**config.mk**
```make
export PLATFORM = sky130hd
export DESIGN_NAME = disp_bcd_ctrl
export DESIGN_NICKNAME = d
export VERILOG_FILES = /design/src/rtl/disp_bcd_ctrl_pkg.sv /design/src/rtl/hex_to_7seg.sv /design/src/rtl/disp_bcd_ctrl.sv
export SDC_FILE = /design/constraint.sdc
export NUM_CORES = 1
export LEC_CHECK = 0
export BUFFER_PORTS_ARGS = -buffer_cell sky130_fd_sc_hd__buf_2
export CORE_MARGIN = 4
export CORE_UTILIZATION = 60
export DETAILED_ROUTE_END_ITERATION = 8
export GPL_TIMING_DRIVEN = 0
export HOLD_SLACK_MARGIN = 0.03
export PLACE_DENSITY = 0.81
export SKIP_CTS_REPAIR_TIMING = 1
export SLEW_MARGIN = 0
export SYNTH_ARGS = -nofsm -noshare
export SYNTH_HDL_FRONTEND = slang
export SYNTH_SLANG_ARGS = --single-unit
```
**constraint.sdc**
```tcl
create_clock -name clk -period 3.15 [get_ports clk]
set_clock_uncertainty 0.2 [all_clocks]
set_input_delay 0.63 -clock clk [delete_from_list [all_inputs] [get_ports clk]]
set_output_delay 0.63 -clock clk [all_outputs]
set_load 0.02 [all_outputs]
```
**src/rtl/disp_bcd_ctrl_pkg.sv**
```systemverilog
// Shared types and constants for the BCD display controller.
package disp_bcd_ctrl_pkg;

  typedef enum logic [1:0] {
    IDLE  = 2'd0,
    LOAD  = 2'd1,
    SHIFT = 2'd2,
    DONE  = 2'd3
  } state_e;

  localparam logic [6:0] SEG_BLANK = 7'b1111111;
  localparam logic [6:0] SEG_ZERO  = 7'b1000000;
  localparam int unsigned ITER     = 10;

endpackage

```
**src/rtl/hex_to_7seg.sv**
```systemverilog
// Hex nibble to active-low 7-segment pattern {g,f,e,d,c,b,a}.
module hex_to_7seg (
  input  logic [3:0] hex,
  output logic [6:0] seg_c
);

  always_comb begin
    seg_c = 7'b1111111;
    case (hex)
      4'h0: seg_c = 7'b1000000;
      4'h1: seg_c = 7'b1111001;
      4'h2: seg_c = 7'b0100100;
      4'h3: seg_c = 7'b0110000;
      4'h4: seg_c = 7'b0011001;
      4'h5: seg_c = 7'b0010010;
      4'h6: seg_c = 7'b0000010;
      4'h7: seg_c = 7'b1111000;
      4'h8: seg_c = 7'b0000000;
      4'h9: seg_c = 7'b0010000;
      4'hA: seg_c = 7'b0001000;
      4'hB: seg_c = 7'b0000011;
      4'hC: seg_c = 7'b1000110;
      4'hD: seg_c = 7'b0100001;
      4'hE: seg_c = 7'b0000110;
      4'hF: seg_c = 7'b0001110;
      default: seg_c = 7'b1111111;
    endcase
  end

endmodule

```
**src/rtl/disp_bcd_ctrl.sv**
```systemverilog
// Captures a switch value, converts to BCD (double-dabble) or hex,
// and drives four 7-segment digits with optional leading-zero blanking.
module disp_bcd_ctrl
  import disp_bcd_ctrl_pkg::*;
#(
  parameter int unsigned W_BIN    = 10,
  parameter int unsigned N_DIG    = 4,
  parameter bit          BLANK_LZ = 1'b1
) (
  input  logic             clk,
  input  logic             rst_n,
  input  logic             start,
  input  logic             mode,
  input  logic [W_BIN-1:0] bin_in,
  output logic             busy,
  output logic             done,
  output logic [6:0]       HEX0,
  output logic [6:0]       HEX1,
  output logic [6:0]       HEX2,
  output logic [6:0]       HEX3
);

  localparam int unsigned W_BCD = 4 * N_DIG;
  localparam int unsigned W_CNT = 4;
  localparam logic [6:0]  SEG_HI_RST = BLANK_LZ ? SEG_BLANK : SEG_ZERO;

  state_e           state;
  logic             mode_q;
  logic [W_BIN-1:0] bin_cap;
  logic [W_BIN-1:0] sh_bin;
  logic [W_BCD-1:0] bcd;
  logic [W_BCD-1:0] bcd_adj;
  logic [W_CNT-1:0] cnt;
  logic [3:0]       dig     [N_DIG];
  logic [6:0]       seg     [N_DIG];
  logic [6:0]       seg_out [N_DIG];
  logic [N_DIG-1:0] blank;

  // Add-3 correction on every nibble that would overflow a decimal digit
  always_comb begin
    bcd_adj = bcd;
    for (int i = 0; i < int'(N_DIG); i++) begin
      if (bcd[4*i +: 4] >= 4'd5) bcd_adj[4*i +: 4] = bcd[4*i +: 4] + 4'd3;
    end
  end

  always_comb begin
    for (int i = 0; i < int'(N_DIG); i++) dig[i] = mode_q ? bcd[4*i +: 4] : 4'd0;
    if (!mode_q) begin
      dig[0] = bin_cap[3:0];
      dig[1] = bin_cap[7:4];
      dig[2] = 4'(bin_cap[W_BIN-1:8]);
    end
  end

  // Digit k>=1 blanks when it and every higher digit are zero; MSD is unused in hex mode
  always_comb begin
    logic any_nz;
    any_nz = 1'b0;
    blank  = '0;
    for (int k = int'(N_DIG) - 1; k >= 1; k--) begin
      any_nz   = any_nz | (dig[k] != 4'd0);
      blank[k] = BLANK_LZ && !any_nz;
    end
    if (!mode_q) blank[N_DIG-1] = 1'b1;
  end

  for (genvar g = 0; g < int'(N_DIG); g++) begin : g_dig
    hex_to_7seg u_dec (
      .hex   (dig[g]),
      .seg_c (seg[g])
    );
    assign seg_out[g] = blank[g] ? SEG_BLANK : seg[g];
  end

  always_ff @(posedge clk or negedge rst_n) begin
    if (!rst_n) begin
      state   <= IDLE;
      busy    <= 1'b0;
      done    <= 1'b0;
      mode_q  <= 1'b0;
      bin_cap <= '0;
      sh_bin  <= '0;
      bcd     <= '0;
      cnt     <= '0;
      HEX0    <= SEG_ZERO;
      HEX1    <= SEG_HI_RST;
      HEX2    <= SEG_HI_RST;
      HEX3    <= SEG_HI_RST;
    end else begin
      done <= 1'b0;
      case (state)
        IDLE: begin
          if (start) begin
            bin_cap <= bin_in;
            mode_q  <= mode;
            busy    <= 1'b1;
            state   <= LOAD;
          end
        end
        LOAD: begin
          bcd    <= '0;
          sh_bin <= bin_cap;
          cnt    <= '0;
          state  <= mode_q ? SHIFT : DONE;
        end
        SHIFT: begin
          {bcd, sh_bin} <= (W_BCD + W_BIN)'({bcd_adj, sh_bin} << 1);
          cnt           <= cnt + W_CNT'(1);
          if (cnt == W_CNT'(ITER - 1)) state <= DONE;
        end
        DONE: begin
          HEX0  <= seg_out[0];
          HEX1  <= seg_out[1];
          HEX2  <= seg_out[2];
          HEX3  <= seg_out[3];
          done  <= 1'b1;
          busy  <= 1'b0;
          state <= IDLE;
        end
        default: state <= IDLE;
      endcase
    end
  end

endmodule

```
; After elaboration in Yosys (flattened, before gate mapping)
; Memories as Yosys holds them, arrays and structs flattened. A register that Yosys moved wholly into a read port is not among the register bits.
; Index checks and enable logic that the tools add are counted.
[word_totals]
reg_bits = 66
rom_bits = 448
input_bits = 14
word_cells = 63
memories = 4
[classes]
n_addsub = 5
magnitude_cmp = 4
eq_ne = 6
mux = 20
n_bitwise = 2
reduce_logical = 11
[memory_table]
columns = name, words, width, rd, rd_ports_with_merged_regs, wr, line
row1 = (no name shown), 16, 7, 1, 1, 0, hex_to_7seg.sv:9  ; case (hex)
row2 = (no name shown), 16, 7, 1, 0, 0, hex_to_7seg.sv:9
row3 = (no name shown), 16, 7, 1, 0, 0, hex_to_7seg.sv:9
row4 = (no name shown), 16, 7, 1, 0, 0, hex_to_7seg.sv:9
[op_table]
columns = op, n
row1 = $pmux W16 S2, 1
row2 = $mux W7, 3
row3 = $pmux W10 S2, 1
row4 = $ge A4 B3 Y1 const B, 4
row5 = $mux W4, 4
row6 = $add A4 B2 Y4 const B, 3
row7 = $mux W12, 1
row8 = $reduce_bool A4 Y1, 3
row9 = $pmux W2 S4, 1
row10 = $pmux W4 S2, 1
row11 = $reduce_and A2 Y1, 3
row12 = $add A4 B1 Y4 const B, 1
row13 = $eq A2 B2 Y1 const B, 2
row14 = $eq A4 B4 Y1 const B, 1
row15 = $mux W1, 4
row16 = $mux W2, 2
row17 = $ne A2 B2 Y1 const B, 2
row18 = $reduce_bool A2 Y1, 2
row19 = $add A3 B2 Y3 const B, 1
row20 = $mux W3, 1
row21 = $eq A2 B1 Y1 const B, 1
row22 = $logic_not A1 Y1, 2
row23 = $logic_not A2 Y1, 1
row24 = $or A1 B1 Y1, 2
row25 = $pmux W1 S2, 1

; Longest topological paths before layout
[logic_depth]
depth_word = 5
mapped_depth = 10
ltp_nobuf = 7

; Cells and area by module
; A second synthesis with hierarchy kept.
[hier_totals]
hier_cells = 454
hier_area_um2 = 4913.5
[modules_own_cells]
columns = module, n_inst, cells_per_inst, area_each_um2
row1 = disp_bcd_ctrl, 1, 325, 3813.7
row2 = hex_to_7seg at g_dig[0].u_dec ..., 3, 32, 275.3
row3 = hex_to_7seg at g_dig[2].u_dec, 1, 33, 274.0

; Worst setup path before layout
; No wires, ideal clock.
[synth_timing]
path_type = register to register
start = reg mode_q
end = reg HEX1[0]
setup_ps = 62
t_arrival_ps = 2109
required_time_ps = 2888
path_slack_ps = 779
stages_incl_launch_ff = 9
path_buffers = 3
synth_period_minus_slack_ps = 2371
path_cell_list = dfrtp_1 > buf_6 > buf_6 > buf_2 > mux2i_1 > ha_1 > nand4_1 > o31ai_4 > o32a_1
[synth_via]
elab_chain_cells = 5
elab_cells_between_ends = 9
[synth_rtl]
columns = element, line
row1 = "start, declared", disp_bcd_ctrl.sv:28  ; logic mode_q;
row2 = "start signal, assigned", disp_bcd_ctrl.sv:96  ; mode_q <= mode;
row3 = branches (longest 4 deep; another with $mem_v2 Z16 W7), -
row4 = $mux W7 (*), disp_bcd_ctrl.sv:73  ; assign seg_out[g] = blank[g] ? SEG_BLANK : seg[g];
row5 = "end signal, assigned", disp_bcd_ctrl.sv:114  ; HEX1 <= seg_out[1];
row6 = "end, declared", disp_bcd_ctrl.sv:18  ; output logic [6:0] HEX1,
; Every way passes the cells marked *.
; A chain may end at the register's enable or synchronous reset.

; Worst setup path in the final report
[layout_timing]
start = reg mode_q
end = reg HEX1[4]
; The elaborated chain is that of the path after synthesis.

==> impl_results.md <==
- Status: finished, final reports clean
- Post-Synth Adder-Cell Area: between 10% and 20%
- First-pass iteration count of the detailed router: 6
- Clock latency on the worst-skew pair: between 0.3 and 0.4 ns
- Highest clock rate: ~340 MHz
- CP dominant cell by count: buf_6
- Starting density of the core: 62.0%
- Tmin final: 2.92 ns
- Most frequent cells in the layout: dfrtp_1 (51), buf_2 (45), ha_1 (42)
- Largest family of logic cells by synthesized area: compound AO/OA/AOI/OAI gates
- Overall die height: 94.6 µm
- Total global-route track usage: 23.3%
- Logic pwr share: 52.8%
- First-pass GRT wire length: 16.3 mm
- Worst R2R Setup Slack: 0.23 ns
- Via density: 5.81
- Share of cells above drive strength 1: 23.1%
- Max-cap check violation count: 0
- P&R area growth vs syn: 12.1%
- Mapped cell area: 4500 µm²
- Final worst-path cycle share: 92.8%
- Final ANT Viol Nets: 0
- DP Wirelength: 6.95 mm
- TNS Setup: 0 ns
- Leading post-synthesis cells by cell area: dfrtp_1 (28%), dfstp_2 (13%), ha_1 (12%), mux2i_1 (5.3%), mux2_2 (4.8%)
- Port bufs: 43
- Post-synth EDFFs: 0
- RSZ-0062 raised after global routing: false
- Reg-to-Reg End: HEX1[4]
- Area leader, netlist: dfrtp_1
- Setup CP Type: reg -> reg
- Post-Synth XOR/XNOR Area: under 10%
- Worst slew margin: 40.4%
- Ant. Diodes: 0
- Die area: 8940 µm²
- Grt total ovfl: 0
- Pwr dens: ~960 nW/µm²
- CTS clk-pin slew, worst paths: 0.08 ns
- Syn_area_per_cell: 10.0 µm²
- # rows: 31
- Clk sinks: 73
- Initial antenna violation count: 0
- Most common cell after layout, fill and taps aside: dfrtp_1
- Yosys top cell area share: 28.4%
- Final setup violation count: 0
- Multiplexer area fraction after synthesis: 12.9%
- Core footprint: 7250 µm²
- Seq pwr share: 31.5%
- Post-DR wirelength/cell: about 16 µm
- Fillcell total: between 500 and 600
- Maximum VDD drop: between 500 and 600 µV
- Crit. End Element: register
- Clk pwr share: 15.6%
- Reg-to-reg startpoint: mode_q
- Vias post-DR: 3519
- Primary FF master, synth: dfrtp_1
- CTS HTree Levels: 3
- Residual DRC count: 0
- Crit path required time: between 3 and 4 ns
- # IOs: 44
- Sw Ratio: 43.7%
- GPL Wtd Cong: roughly 0.9
- Synth Net Count: 504
- Sw Pwr: 2110 µW
- Synth Register Bits: 73
- Hold Fails Final Rpt: 0
- Worst-Margin Slew: 0.894 ns
- LEAKAGE: about 0.0022 µW
- Total power: between 4000 and 5000 µW
- Crit-path cells: buf_6, buf_6, buf_2, mux2i_1, ha_1, nand4_1, o31ai_4, o32a_1
- Largest net degree at the start of global routing: 74
- TritonCTS clock tree: built
- YS warnings: 0
- Clock Tree Root: clkbuf_8
- Post-place instance area: between 4000 and 5000 µm²
- Nets@finish: between 500 and 600
- Register area share after synthesis: 41.2%
- Max incr delay on CP: 0.54 ns
- Synth cell types: approximately 50
- Vias in the first global route: 3391
- Final wirelength: roughly 9.7 mm
- Post-route cell area: 5040 µm²
- Slowest-stage cell, CP: mux2i_1
- Worst R2R Path Depth: 8
- Worst setup path startpoint: mode_q
- DRT iter0 DRCs: 246
- Mapped Cells: 448
- Arrival time worst endpoint: 3.02 ns
- Post-synthesis compound-gate area fraction: 16.4%
- Slew Viols, Final: 0
- Worst hold path class: in -> async
- Clk buf depth: 2
- Async SR Flop Fraction: 100%
- Synth Area in Simple Gates: 10.2%
- Die X: 94.6 µm
- Cts bufs inserted: 9
- Max FO, Critical Path: 10
- Internal: 2720 µW
- Startpoint Class: register
-- synth_stat cells, drive strengths merged (13+ instances only) --
master / count
o21ai: 22
mux2i: 27
dfstp: 22
ha: 42
dfrtp: 51
nor2: 34
nand2: 28
clkbuf: 17
o22ai: 13
mux2: 21
inv: 37
a21oi: 32
-- power groups by stage --
| stage | sequential [µW] | clock (µW) | combinational [µW] |
|---|---|---|---|
| 2_1_floorplan | 1660 | 0 | 1750 |
| 6_report | 1520 | 756 | 2560 |
| 5_1_grt | 1560 | 820 | 2830 |
| 3_3_place_gp | 1520 | 0 | 2460 |
| 3_5_place_dp | 1540 | 0 | 2540 |
| 4_1_cts | 1520 | 769 | 2560 |
-- worst max-delay path by stage --
stage              end  cells past startpoint  slack (ns)
6_report       HEX1[4]                      8        0.23
5_1_grt        HEX1[0]                      8        0.09
4_1_cts        HEX1[4]                      8        0.27
3_5_place_dp   HEX1[4]                      8        0.30
3_3_place_gp   HEX1[4]                      8        0.37
2_1_floorplan  HEX1[0]                      8        0.78
-- state kept, by name, indices dropped and copies added (netlist names), 2 cells and up --
signal   flops
sh_bin      10
HEX1         7
HEX3         7
bin_cap     10
HEX2         7
state        2
bcd         16
HEX0         7
cnt          4
-- area by class of cell --
cell class	count	area [µm²]	area share [%]
tap	99	124	2.46
timing repair buffer	43	218	4.32
clock inverter	6	65.1	1.29
clock buffer	10	138	2.73
inverter	37	139	2.76
sequential	73	1850	36.8
multi-input combinational	312	2370	47.0
buffer	26	131	2.61
-- metal layers --
layer	global-route usage [%]	vias up	share of wire [%]
met5	0	-	0
met4	7.81	0	1.4
met3	3.27	16	5.1
met2	38.1	110	48
met1	32.0	1692	45
li1	-	1701	-
-- worst max-delay path: cells and delay by family, from the launching register on --
kind            cells  cell delay [ns]
buf+inv             3             0.57
fa+ha+maj           1             0.31
flops               1             0.34
compound gates      2             0.67
simple gates        1             0.24
mux                 1             0.54
-- stage by stage --
step	setup slack, ns	utilization [%]	hold WS (ns)	std cells
finish	0.227	69.5	0.212	606
global route	0.0872	69.5	0.288	606
CTS	0.270	69.5	0.250	606
detailed placement	0.295	66.7	0.267	590
global placement	0.365	66.7	0.260	590
floorplan	0.779	-	0.134	448
-- kinds of logic after synthesis --
logic type | count (synthesis)
mux | 50
xor+xnor | 8
compound gates | 113
simple gates | 99
fa+ha+maj | 42
buf+inv | 63
flops | 73
(Power assumes the default switching activity.)
